`config.mk`:
```
export PLATFORM = sky130hd
export DESIGN_NAME = sync_lock_ctrl_flat
export DESIGN_NICKNAME = d
export VERILOG_FILES = /design/src/rtl/sync_lock_ctrl_if.sv /design/src/rtl/sync_lock_ctrl.sv /design/src/flat_wrapper.sv
export SDC_FILE = /design/constraint.sdc
export NUM_CORES = 1
export LEC_CHECK = 0
export BUFFER_PORTS_ARGS = -buffer_cell sky130_fd_sc_hd__buf_2
export CAP_MARGIN = 25
export CORE_MARGIN = 5
export CORE_UTILIZATION = 54
export CTS_BUF_LIST = sky130_fd_sc_hd__clkbuf_2
export CTS_CLUSTER_DIAMETER = 150
export DETAILED_ROUTE_END_ITERATION = 16
export PLACE_DENSITY_LB_ADDON = 0.08
export SYNTH_ARGS = -nofsm -noshare
export SYNTH_HDL_FRONTEND = slang
export SYNTH_SLANG_ARGS = --single-unit
```
`constraint.sdc`:
```
create_clock -name clk_i -period 2.1 [get_ports clk_i]
set_input_delay 0.42 -clock clk_i [delete_from_list [all_inputs] [get_ports clk_i]]
set_output_delay 0.42 -clock clk_i [all_outputs]
set_load 0.05 [all_outputs]
```
`src/rtl/sync_lock_ctrl_if.sv`:
```
// Seeker-side and aligner-side signals of the sync lock supervisor.
// slave: the supervisor itself; master: whatever drives it (datapath/seeker).
interface sync_lock_ctrl_if;
  logic       enable_i;
  logic       buffer_dv_i;
  logic [1:0] hdr_i;
  logic       seeker_synced_i;
  logic [6:0] seeker_offset_i;
  logic       seeker_rst_o;
  logic [6:0] offset_o;
  logic       locked_o;
  logic       data_en_o;
  logic       lock_loss_o;
  logic [7:0] relock_cnt_o;
  logic [1:0] state_o;

  modport slave (
    input  enable_i, buffer_dv_i, hdr_i, seeker_synced_i, seeker_offset_i,
    output seeker_rst_o, offset_o, locked_o, data_en_o, lock_loss_o,
           relock_cnt_o, state_o
  );

  modport master (
    output enable_i, buffer_dv_i, hdr_i, seeker_synced_i, seeker_offset_i,
    input  seeker_rst_o, offset_o, locked_o, data_en_o, lock_loss_o,
           relock_cnt_o, state_o
  );
endinterface

```
`src/rtl/sync_lock_ctrl.sv`:
```
// Lock supervisor for the 64b/66b header-alignment seeker: restart, search, lock, monitor.
// Define SYNC_LOCK_CTRL_TIMEOUT_EN to enable the SEARCH timeout (otherwise SEARCH waits forever).
//
// state   | meaning
// IDLE    | disabled, seeker held in reset
// RESTART | seeker held in reset for LOCK_HOLD cycles
// SEARCH  | seeker running, waiting for sync (optionally with timeout)
// LOCKED  | offset latched, header quality monitored per window
module sync_lock_ctrl #(
  parameter int unsigned LOCK_HOLD = 4,
  parameter int unsigned ERR_WIN   = 64,
  parameter int unsigned ERR_MAX   = 4,
  parameter int unsigned TIMEOUT   = 4096
) (
  input  logic              clk_i,
  input  logic              rst_i,
  sync_lock_ctrl_if.slave   bus
);
  localparam int unsigned HW = (LOCK_HOLD > 1) ? $clog2(LOCK_HOLD) : 1;
  localparam int unsigned WW = (ERR_WIN   > 1) ? $clog2(ERR_WIN)   : 1;
  localparam int unsigned EW = (ERR_MAX   > 1) ? $clog2(ERR_MAX)   : 1;

  typedef enum logic [1:0] {
    IDLE    = 2'd0,
    RESTART = 2'd1,
    SEARCH  = 2'd2,
    LOCKED  = 2'd3
  } state_t;

  state_t         state_q, state_d;
  logic [HW-1:0]  hold_q, hold_d;
  logic [WW-1:0]  win_q, win_d;
  logic [EW-1:0]  err_q, err_d;
  logic [6:0]     offset_q, offset_d;
  logic [7:0]     relock_q, relock_d;
  logic           seeker_rst_q, seeker_rst_d;
  logic           locked_q, locked_d;
  logic           data_en_q, data_en_d;
  logic           loss_q, loss_d;
  logic           hdr_bad;
  logic           timeout_hit;

`ifdef SYNC_LOCK_CTRL_TIMEOUT_EN
  localparam int unsigned TW = (TIMEOUT > 1) ? $clog2(TIMEOUT) : 1;
  logic [TW-1:0]  to_q, to_d;
  assign timeout_hit = bus.buffer_dv_i && (to_q == TW'(TIMEOUT - 1));
`else
  assign timeout_hit = 1'b0;
`endif

  assign hdr_bad = (bus.hdr_i == 2'b00) || (bus.hdr_i == 2'b11);

  always_comb begin
    state_d   = state_q;
    hold_d    = hold_q;
    win_d     = win_q;
    err_d     = err_q;
    offset_d  = offset_q;
    relock_d  = relock_q;
    loss_d    = 1'b0;
    data_en_d = locked_q & bus.buffer_dv_i;
`ifdef SYNC_LOCK_CTRL_TIMEOUT_EN
    to_d      = to_q;
`endif
    case (state_q)
      IDLE: begin
        if (bus.enable_i) begin
          state_d = RESTART;
          hold_d  = '0;
        end
      end
      RESTART: begin
        if (hold_q == HW'(LOCK_HOLD - 1)) begin
          state_d = SEARCH;
`ifdef SYNC_LOCK_CTRL_TIMEOUT_EN
          to_d    = '0;
`endif
        end else begin
          hold_d = hold_q + 1'b1;
        end
      end
      SEARCH: begin
`ifdef SYNC_LOCK_CTRL_TIMEOUT_EN
        if (bus.buffer_dv_i) to_d = to_q + 1'b1;
`endif
        // sync takes priority over a coincident timeout
        if (bus.seeker_synced_i) begin
          state_d  = LOCKED;
          offset_d = bus.seeker_offset_i;
          win_d    = '0;
          err_d    = '0;
        end else if (timeout_hit) begin
          state_d = RESTART;
          hold_d  = '0;
        end
      end
      LOCKED: begin
        if (bus.buffer_dv_i) begin
          if (hdr_bad && (err_q == EW'(ERR_MAX - 1))) begin
            loss_d   = 1'b1;
            relock_d = (relock_q == 8'hFF) ? relock_q : relock_q + 1'b1;
            state_d  = RESTART;
            hold_d   = '0;
          end else if (win_q == WW'(ERR_WIN - 1)) begin
            win_d = '0;
            err_d = '0;
          end else begin
            win_d = win_q + 1'b1;
            err_d = err_q + EW'(hdr_bad);
          end
        end
      end
      default: state_d = IDLE;
    endcase
    if (!bus.enable_i) begin
      state_d  = IDLE;
      loss_d   = 1'b0;
      relock_d = relock_q;
      offset_d = offset_q;
    end
    seeker_rst_d = (state_d == IDLE) || (state_d == RESTART);
    locked_d     = (state_d == LOCKED);
  end

  always_ff @(posedge clk_i or posedge rst_i) begin
    if (rst_i) begin
      state_q      <= IDLE;
      hold_q       <= '0;
      win_q        <= '0;
      err_q        <= '0;
      offset_q     <= '0;
      relock_q     <= '0;
      seeker_rst_q <= 1'b1;
      locked_q     <= 1'b0;
      data_en_q    <= 1'b0;
      loss_q       <= 1'b0;
`ifdef SYNC_LOCK_CTRL_TIMEOUT_EN
      to_q         <= '0;
`endif
    end else begin
      state_q      <= state_d;
      hold_q       <= hold_d;
      win_q        <= win_d;
      err_q        <= err_d;
      offset_q     <= offset_d;
      relock_q     <= relock_d;
      seeker_rst_q <= seeker_rst_d;
      locked_q     <= locked_d;
      data_en_q    <= data_en_d;
      loss_q       <= loss_d;
`ifdef SYNC_LOCK_CTRL_TIMEOUT_EN
      to_q         <= to_d;
`endif
    end
  end

  assign bus.seeker_rst_o = seeker_rst_q;
  assign bus.offset_o     = offset_q;
  assign bus.locked_o     = locked_q;
  assign bus.data_en_o    = data_en_q;
  assign bus.lock_loss_o  = loss_q;
  assign bus.relock_cnt_o = relock_q;
  assign bus.state_o      = state_q;
endmodule
```
`src/flat_wrapper.sv`:
```
// flat-port wrapper written by rule: the top's interface ports become plain ports
module sync_lock_ctrl_flat 
#(
  parameter int unsigned LOCK_HOLD = 4,
  parameter int unsigned ERR_WIN   = 64,
  parameter int unsigned ERR_MAX   = 4,
  parameter int unsigned TIMEOUT   = 4096
)
  (clk_i, rst_i, bus_enable_i, bus_buffer_dv_i, bus_hdr_i, bus_seeker_synced_i, bus_seeker_offset_i, bus_seeker_rst_o, bus_offset_o, bus_locked_o, bus_data_en_o, bus_lock_loss_o, bus_relock_cnt_o, bus_state_o);
  sync_lock_ctrl_if bus_i ();
  input  logic clk_i;
  input  logic rst_i;
  input wire logic [$bits(bus_i.enable_i)-1:0] bus_enable_i;
  input wire logic [$bits(bus_i.buffer_dv_i)-1:0] bus_buffer_dv_i;
  input wire logic [$bits(bus_i.hdr_i)-1:0] bus_hdr_i;
  input wire logic [$bits(bus_i.seeker_synced_i)-1:0] bus_seeker_synced_i;
  input wire logic [$bits(bus_i.seeker_offset_i)-1:0] bus_seeker_offset_i;
  output wire logic [$bits(bus_i.seeker_rst_o)-1:0] bus_seeker_rst_o;
  output wire logic [$bits(bus_i.offset_o)-1:0] bus_offset_o;
  output wire logic [$bits(bus_i.locked_o)-1:0] bus_locked_o;
  output wire logic [$bits(bus_i.data_en_o)-1:0] bus_data_en_o;
  output wire logic [$bits(bus_i.lock_loss_o)-1:0] bus_lock_loss_o;
  output wire logic [$bits(bus_i.relock_cnt_o)-1:0] bus_relock_cnt_o;
  output wire logic [$bits(bus_i.state_o)-1:0] bus_state_o;
  assign bus_i.enable_i = bus_enable_i;
  assign bus_i.buffer_dv_i = bus_buffer_dv_i;
  assign bus_i.hdr_i = bus_hdr_i;
  assign bus_i.seeker_synced_i = bus_seeker_synced_i;
  assign bus_i.seeker_offset_i = bus_seeker_offset_i;
  assign bus_seeker_rst_o = bus_i.seeker_rst_o;
  assign bus_offset_o = bus_i.offset_o;
  assign bus_locked_o = bus_i.locked_o;
  assign bus_data_en_o = bus_i.data_en_o;
  assign bus_lock_loss_o = bus_i.lock_loss_o;
  assign bus_relock_cnt_o = bus_i.relock_cnt_o;
  assign bus_state_o = bus_i.state_o;
  sync_lock_ctrl #(.LOCK_HOLD(LOCK_HOLD), .ERR_WIN(ERR_WIN), .ERR_MAX(ERR_MAX), .TIMEOUT(TIMEOUT)) u_core (.clk_i(clk_i), .rst_i(rst_i), .bus(bus_i));
endmodule
```
==> reports/results.tsv, run 1 <==
metric	value	unit
clkSinkCount	31	
viasPerCell	5.89	
synth.distinct_cells	34	
critPathTopFamily	simple AND/OR/NAND/NOR gates	
crit_arrival	2.12	ns
grt.total_usage	18.4	%
gp_congestion	0.803	
critPathLaunchType	flip-flop	
start_util	57.3	%
synth.area.top_cells	dfrtp_1 52%, mux2_2 7.0%, nand3_1 5.2%, and3_1 4.3%, ha_1 3.5%	
io_pins	35	
crit_top_cell	and3_1	
path_buf_inv	0	
critPathLaunch	u_core.bus.relock_cnt_o[0]$_DFFE_PP0P_	
post_cts_resized	0	
syn_inst	131	
drtAntennaViolNets	0	
p_leak	0.000951	uW
tns	0	ns
hold_class	in2async	
dpl.hpwl	2.17	mm
synth-async-reset-ratio	100	%
synth_area_leader_cell	dfrtp_1	
grt_pass1_vias	1145	
met3_usage	5.58	%
post_layout_nonfiller_instances	202	
yosysMostFrequentCell	dfrtp_1	
cts_tree	built	
cp_slowest_cell	dfrtp_1	
clk_pin_slew	0.17	ns
cts_buffer_depth	2	
powerDensity	1010	nW/um2
max_freq	0.547	GHz
gr-total-overflow	0	
die_h	61.7	um
postRouteWirelength	3.06	mm
post-route-period-util	87.1	%
grt_pass1_wl	5.03	mm
crit_required	2.39	ns
grt_max_degree	32	
crit_path_end	u_core.bus.relock_cnt_o[1]$_DFFE_PP0P_	
syn_to_final_growth	18.6	%
cpPeakStageDelay	0.46	ns
critPathKind	reg2reg	
syn-num-nets	149	
cts_setup_buffers	0	
synth_top_area_share	51.9	%
die_w	61.7	um
period_minus_slack	1.83	ns
rsz0062_at_grt	no	
r2r.worst_path.cells	5	
htreeDepth	2	
met2_usage	30.5	%
r2r-start	u_core.bus.relock_cnt_o[0]$_DFFE_PP0P_	
wl_per_cell	15.2	um
drt-initial-drc-count	83	
num_rows	18	
fp.coreArea	2520	um2
port_buffers	34	
synth_flop_cell	dfrtp_1	
firstDrtPassIters	4	
ys_ff_latch	31	
holdWs	0.0746	ns
synth-edff-count	0	
path_max_fanout	5	
path_cells	ha_1 -> and3_1 -> and3_1 -> nor2_1 -> mux2_2	
top_usage_layer	met2	
root_buffer	clkbuf_2	
hold_violations	0	
yosys_warnings	0	
skew	0.0198	ns
synth_common_cells	30 x dfrtp_1, 15 x nand3_1, 10 x and3_1	
finalSetupViolCount	0	
ir_drop	0.000831	V
drive_above_1_share	32.6	%
clkLatencyLatePin	0.38	ns
die_area	3810	um2
slew_viol_final	0	
utilization	68.0	%
diodes	0	
maxCapViolations	0	
relSlewSlack	68.1	%
cts_hold_buf	0	
status	completed	
r2r_slack	0.27	ns
worst_slew_pin_slew	0.476	ns
path_depth	5	
dp_cells	194	
num_vias	1189	
cts_buffers	5	
remaining_drc_errors	0	
synth_area	1450	um2
avgSynthCellArea	11.0	um2
cp-end-kind	flip-flop	
grt_use_met1	21.1	%
r2r_end	u_core.bus.relock_cnt_o[1]$_DFFE_PP0P_	
yosysSeqAreaShare	53.8	%
fill_cells	200	
antenna_found_initial	0	
fin_nets	189	
-- power breakdown --
| group | switching [uW] | internal (uW) |
|---|---|---|
| Sequential | 94.5 | 711 |
| Combinational | 358 | 156 |
| Clock | 211 | 196 |
| Total | 663 | 1060 |
-- metrics by stage --
| step | total power (uW) | worst slack [ns] | instance area, um2 |
|---|---|---|---|
| after floorplan | 1200 | 0.161 | 1450 |
| after global placement | 1310 | 0.317 | 1650 |
| after detailed placement | 1340 | 0.258 | 1650 |
| after CTS | 1740 | 0.282 | 1710 |
| after global routing | 1830 | 0.159 | 1710 |
| final | 1730 | 0.270 | 1710 |
-- area by class of cell --
type                            instances  area, um2  share of cell area (%)
Sequential cell                        31        777                    45.3
Multi-Input combinational cell         92        636                    37.1
Timing Repair Buffer                   35        178                    10.4
Clock inverter                          3       38.8                    2.26
Tap cell                               30       37.5                    2.19
Clock buffer                            5       25.0                    1.46
Inverter                                6       22.5                    1.31
-- flip-flops by register name, summed over array words and instances, names as in the netlist --
signal and flops:
u_core.bus.locked_o 1, u_core.win_q 6, u_core.hold_q 2, u_core.bus.relock_cnt_o 8, u_core.bus.seeker_rst_o 1, u_core.bus.offset_o 7
u_core.err_q 2, u_core.bus.state_o 2, u_core.bus.lock_loss_o 1, u_core.bus.data_en_o 1
-- kinds of logic (layout without fill, tap and decap cells) --
kind of cell / after synthesis / in the layout / share of synthesized area (%)
mux: 10 / 10 / 7.71
flops: 31 / 31 / 53.8
buf+inv: 8 / 49 / 2.25
fa+ha+maj: 4 / 4 / 3.46
xor+xnor: 5 / 5 / 3.55
simple gates: 50 / 50 / 19.0
compound gates: 23 / 23 / 10.3
-- per-layer routing --
metal	vias to the layer above	wire length [um]
met5	-	0
met4	0	102
met3	11	213
met2	52	1470
met1	566	1280
li1	560	-
-- cells in the final DEF, fill, tap and decap left out, types with 2 or more instances in the layout --
master     n
ha_1       4
a31o_2     2
a21oi_1    4
nor2_1     5
nand3_1   15
mux2_2     9
dfrtp_1   30
xor2_1     4
nand4_1    2
nor4b_1    2
and3_1    10
o21ai_0    6
nand2_1    7
buf_2     34
o31ai_1    2
clkbuf_2   5
inv_1      6
a31oi_1    4
-- worst min path at each step --
stage               slack, ns  cells past startpoint                                  to
floorplan                0.46                      1        u_core.hold_q[0]$_DFFE_PP0P_
global placement         0.46                      1      u_core.bus.data_en_o$_DFF_PP0_
detailed placement       0.48                      1      u_core.bus.data_en_o$_DFF_PP0_
CTS                      0.08                      3  u_core.bus.offset_o[3]$_DFFE_PP0P_
global route             0.08                      3  u_core.bus.offset_o[5]$_DFFE_PP0P_
finish                   0.07                      3  u_core.bus.offset_o[3]$_DFFE_PP0P_
-- tightest hold or removal path, cell delays in order --
cell and delay (ns):
buf_2 0.09, inv_1 0.04, buf_4 0.34
Power figures use the tool's default switching activity.
==> inputs of run 2 (changes only) <==
--- a/config.mk
+++ b/config.mk
@@ -8,11 +8,10 @@
 export BUFFER_PORTS_ARGS = -buffer_cell sky130_fd_sc_hd__buf_2
 export CAP_MARGIN = 25
 export CORE_MARGIN = 5
-export CORE_UTILIZATION = 54
-export CTS_BUF_LIST = sky130_fd_sc_hd__clkbuf_2
+export CORE_UTILIZATION = 52
 export CTS_CLUSTER_DIAMETER = 150
 export DETAILED_ROUTE_END_ITERATION = 16
-export PLACE_DENSITY_LB_ADDON = 0.08
+export PLACE_DENSITY_LB_ADDON = 0.15
 export SYNTH_ARGS = -nofsm -noshare
 export SYNTH_HDL_FRONTEND = slang
 export SYNTH_SLANG_ARGS = --single-unit
==> run 2 against run 1 <==
Effect of this change: final area rose by 0.37%; via count fell by 3.8%; clock power down 3%; register-to-register slack better by 0.04 ns; combinational power shrank 1%; die area up 3.2%; global-route usage shrank 2.4 points; largest cell class unchanged; highest routed layer unchanged.
==> reports/results.tsv, run 2 (synthesis gave the netlist of run 1 again) <==
metric	value	unit	change
status	completed		unchanged
fill_cells	233		was 200
finalSetupViolCount	0		unchanged
drive_above_1_share	32.6	%	unchanged
grt.total_usage	15.9	%	was 18.4%
cp-end-kind	flip-flop		unchanged
clkLatencyLatePin	0.33	ns	was 0.38 ns
crit_arrival	2.02	ns	was 2.12 ns
path_cells	ha_1 -> and3_1 -> and3_1 -> nor2_1 -> mux2_2		unchanged
rsz0062_at_grt	no		unchanged
root_buffer	clkbuf_4		was clkbuf_2
gp_congestion	0.799		was 0.803
antenna_found_initial	0		unchanged
clk_pin_slew	0.10	ns	was 0.17 ns
cts_hold_buf	0		unchanged
fp.coreArea	2710	um2	was 2520 um2
max_freq	0.557	GHz	was 0.547 GHz
grt_pass1_vias	1117		was 1145
swShare	37.5	%	was 38.4%
viasPerCell	5.64		was 5.89
layout_commonest_cell	buf_2		unchanged
die_w	62.7	um	was 61.7 um
io_pins	35		unchanged
clkSinkCount	31		unchanged
postRouteWirelength	2.82	mm	was 3.06 mm
port_buffers	34		unchanged
die_h	62.7	um	was 61.7 um
ir_drop	0.000912	V	was 0.000831 V
num_rows	19		was 18
remaining_drc_errors	0		unchanged
maxCapViolations	0		unchanged
crit_top_cell	and3_1		unchanged
start_util	53.3	%	was 57.3%
clockPowerShare	23.2	%	was 23.6%
diodes	0		unchanged
wl_per_cell	13.9	um	was 15.2 um
firstDrtPassIters	4		unchanged
final_area	1720	um2	was 1710 um2
cts_tree	built		unchanged
critPathKind	reg2reg		unchanged
critPathLaunchType	flip-flop		unchanged
totalPowerFinal	1700	uW	was 1730 uW
slew_viol_final	0		unchanged
p_seq_share	46.9	%	was 46.7%
layout_common_cells	34 x buf_2, 30 x dfrtp_1, 15 x nand3_1		unchanged
crit_required	2.32	ns	was 2.39 ns
p_leak	0.000949	uW	was 0.000951 uW
tns	0	ns	unchanged
pwr-share-comb	29.9	%	was 29.8%
largest_reg_flops	8		unchanged
cts_buffers	5		unchanged
hold_violations	0		unchanged
post-route-period-util	85.5	%	was 87.1%
die_area	3930	um2	was 3810 um2
p_int	1060	uW	about the same
htreeDepth	2		unchanged
drtAntennaViolNets	0		unchanged
cpPeakStageDelay	0.45	ns	was 0.46 ns
fin_nets	189		unchanged
period_minus_slack	1.79	ns	was 1.83 ns
path_max_fanout	5		unchanged
syn_to_final_growth	19.0	%	was 18.6%
cp_slowest_cell	dfrtp_1		unchanged
postPlaceCellArea	1650	um2	about the same
gr-total-overflow	0		unchanged
grt_max_degree	32		unchanged
drt-initial-drc-count	59		was 83
post_cts_resized	0		unchanged
worst_slew_pin_slew	0.447	ns	was 0.476 ns
cts_buffer_depth	2		unchanged
r2r.worst_path.cells	5		unchanged
powerDensity	989	nW/um2	was 1010 nW/um2
cts_setup_buffers	0		unchanged
p_sw	638	uW	was 663 uW
grt_pass1_wl	5.02	mm	was 5.03 mm
multi_input_area	636	um2	unchanged
num_vias	1144		was 1189
seq_area	777	um2	unchanged
dpl.hpwl	2.04	mm	was 2.17 mm
skew	0.00584	ns	was 0.0198 ns
relSlewSlack	70.0	%	was 68.1%
hold_class	in2async		unchanged
[run 2: final timing paths]
path	slack (ns)	to	from
max	0.31	u_core.bus.relock_cnt_o[1]$_DFFE_PP0P_	u_core.bus.relock_cnt_o[0]$_DFFE_PP0P_
min	0.15	u_core.bus.relock_cnt_o[6]$_DFFE_PP0P_	rst_i
max reg2reg	0.31	u_core.bus.relock_cnt_o[1]$_DFFE_PP0P_	u_core.bus.relock_cnt_o[0]$_DFFE_PP0P_
min reg2reg	0.49	u_core.bus.data_en_o$_DFF_PP0_	u_core.bus.locked_o$_DFF_PP0_
max in group asynchronous	1.62	u_core.bus.seeker_rst_o$_DFF_PP1_	rst_i
min in group clk_i	0.32	u_core.bus.offset_o[0]$_DFFE_PP0P_	bus_seeker_offset_i[0]
[run 2: worst max-delay path, delay by kind of cell (launching register included)]
family	cells	cell delay [ns]
simple gates	3	0.62
flops	1	0.45
fa+ha+maj	1	0.25
mux	1	0.36
[run 2: final cells by class]
| class | count | area share, % |
|---|---|---|
| Sequential cell | 31 | 45.2 |
| Multi-Input combinational cell | 92 | 36.9 |
| Timing Repair Buffer | 35 | 10.3 |
| Clock buffer | 8 | 4.00 |
| Tap cell | 31 | 2.25 |
| Inverter | 6 | 1.31 |
[run 2: per-layer routing]
metal,up-vias,global-route usage [%],part of all wire (%)
met1,536,20.9,45
li1,562,-,-
met5,-,0,0
met3,7,7.37,7.4
met4,0,6.10,2.0
met2,39,22.8,45
[run 2: power by group through the flow]
stage	Sequential [uW]	Clock, uW	Combinational, uW
floorplan	1030	0	170
global placement	804	0	507
detailed placement	808	0	516
CTS	797	405	515
global route	822	442	550
finish	798	396	509
[run 2: metrics by stage]
step	instances	worst slack, ns	hold WS, ns	util [%]
2_1_floorplan	131	0.161	0.458	-
3_3_place_gp	195	0.324	0.480	60.9
3_5_place_dp	195	0.293	0.471	60.9
4_1_cts	203	0.309	0.161	63.5
5_1_grt	203	0.172	0.194	63.5
6_report	203	0.305	0.149	63.5
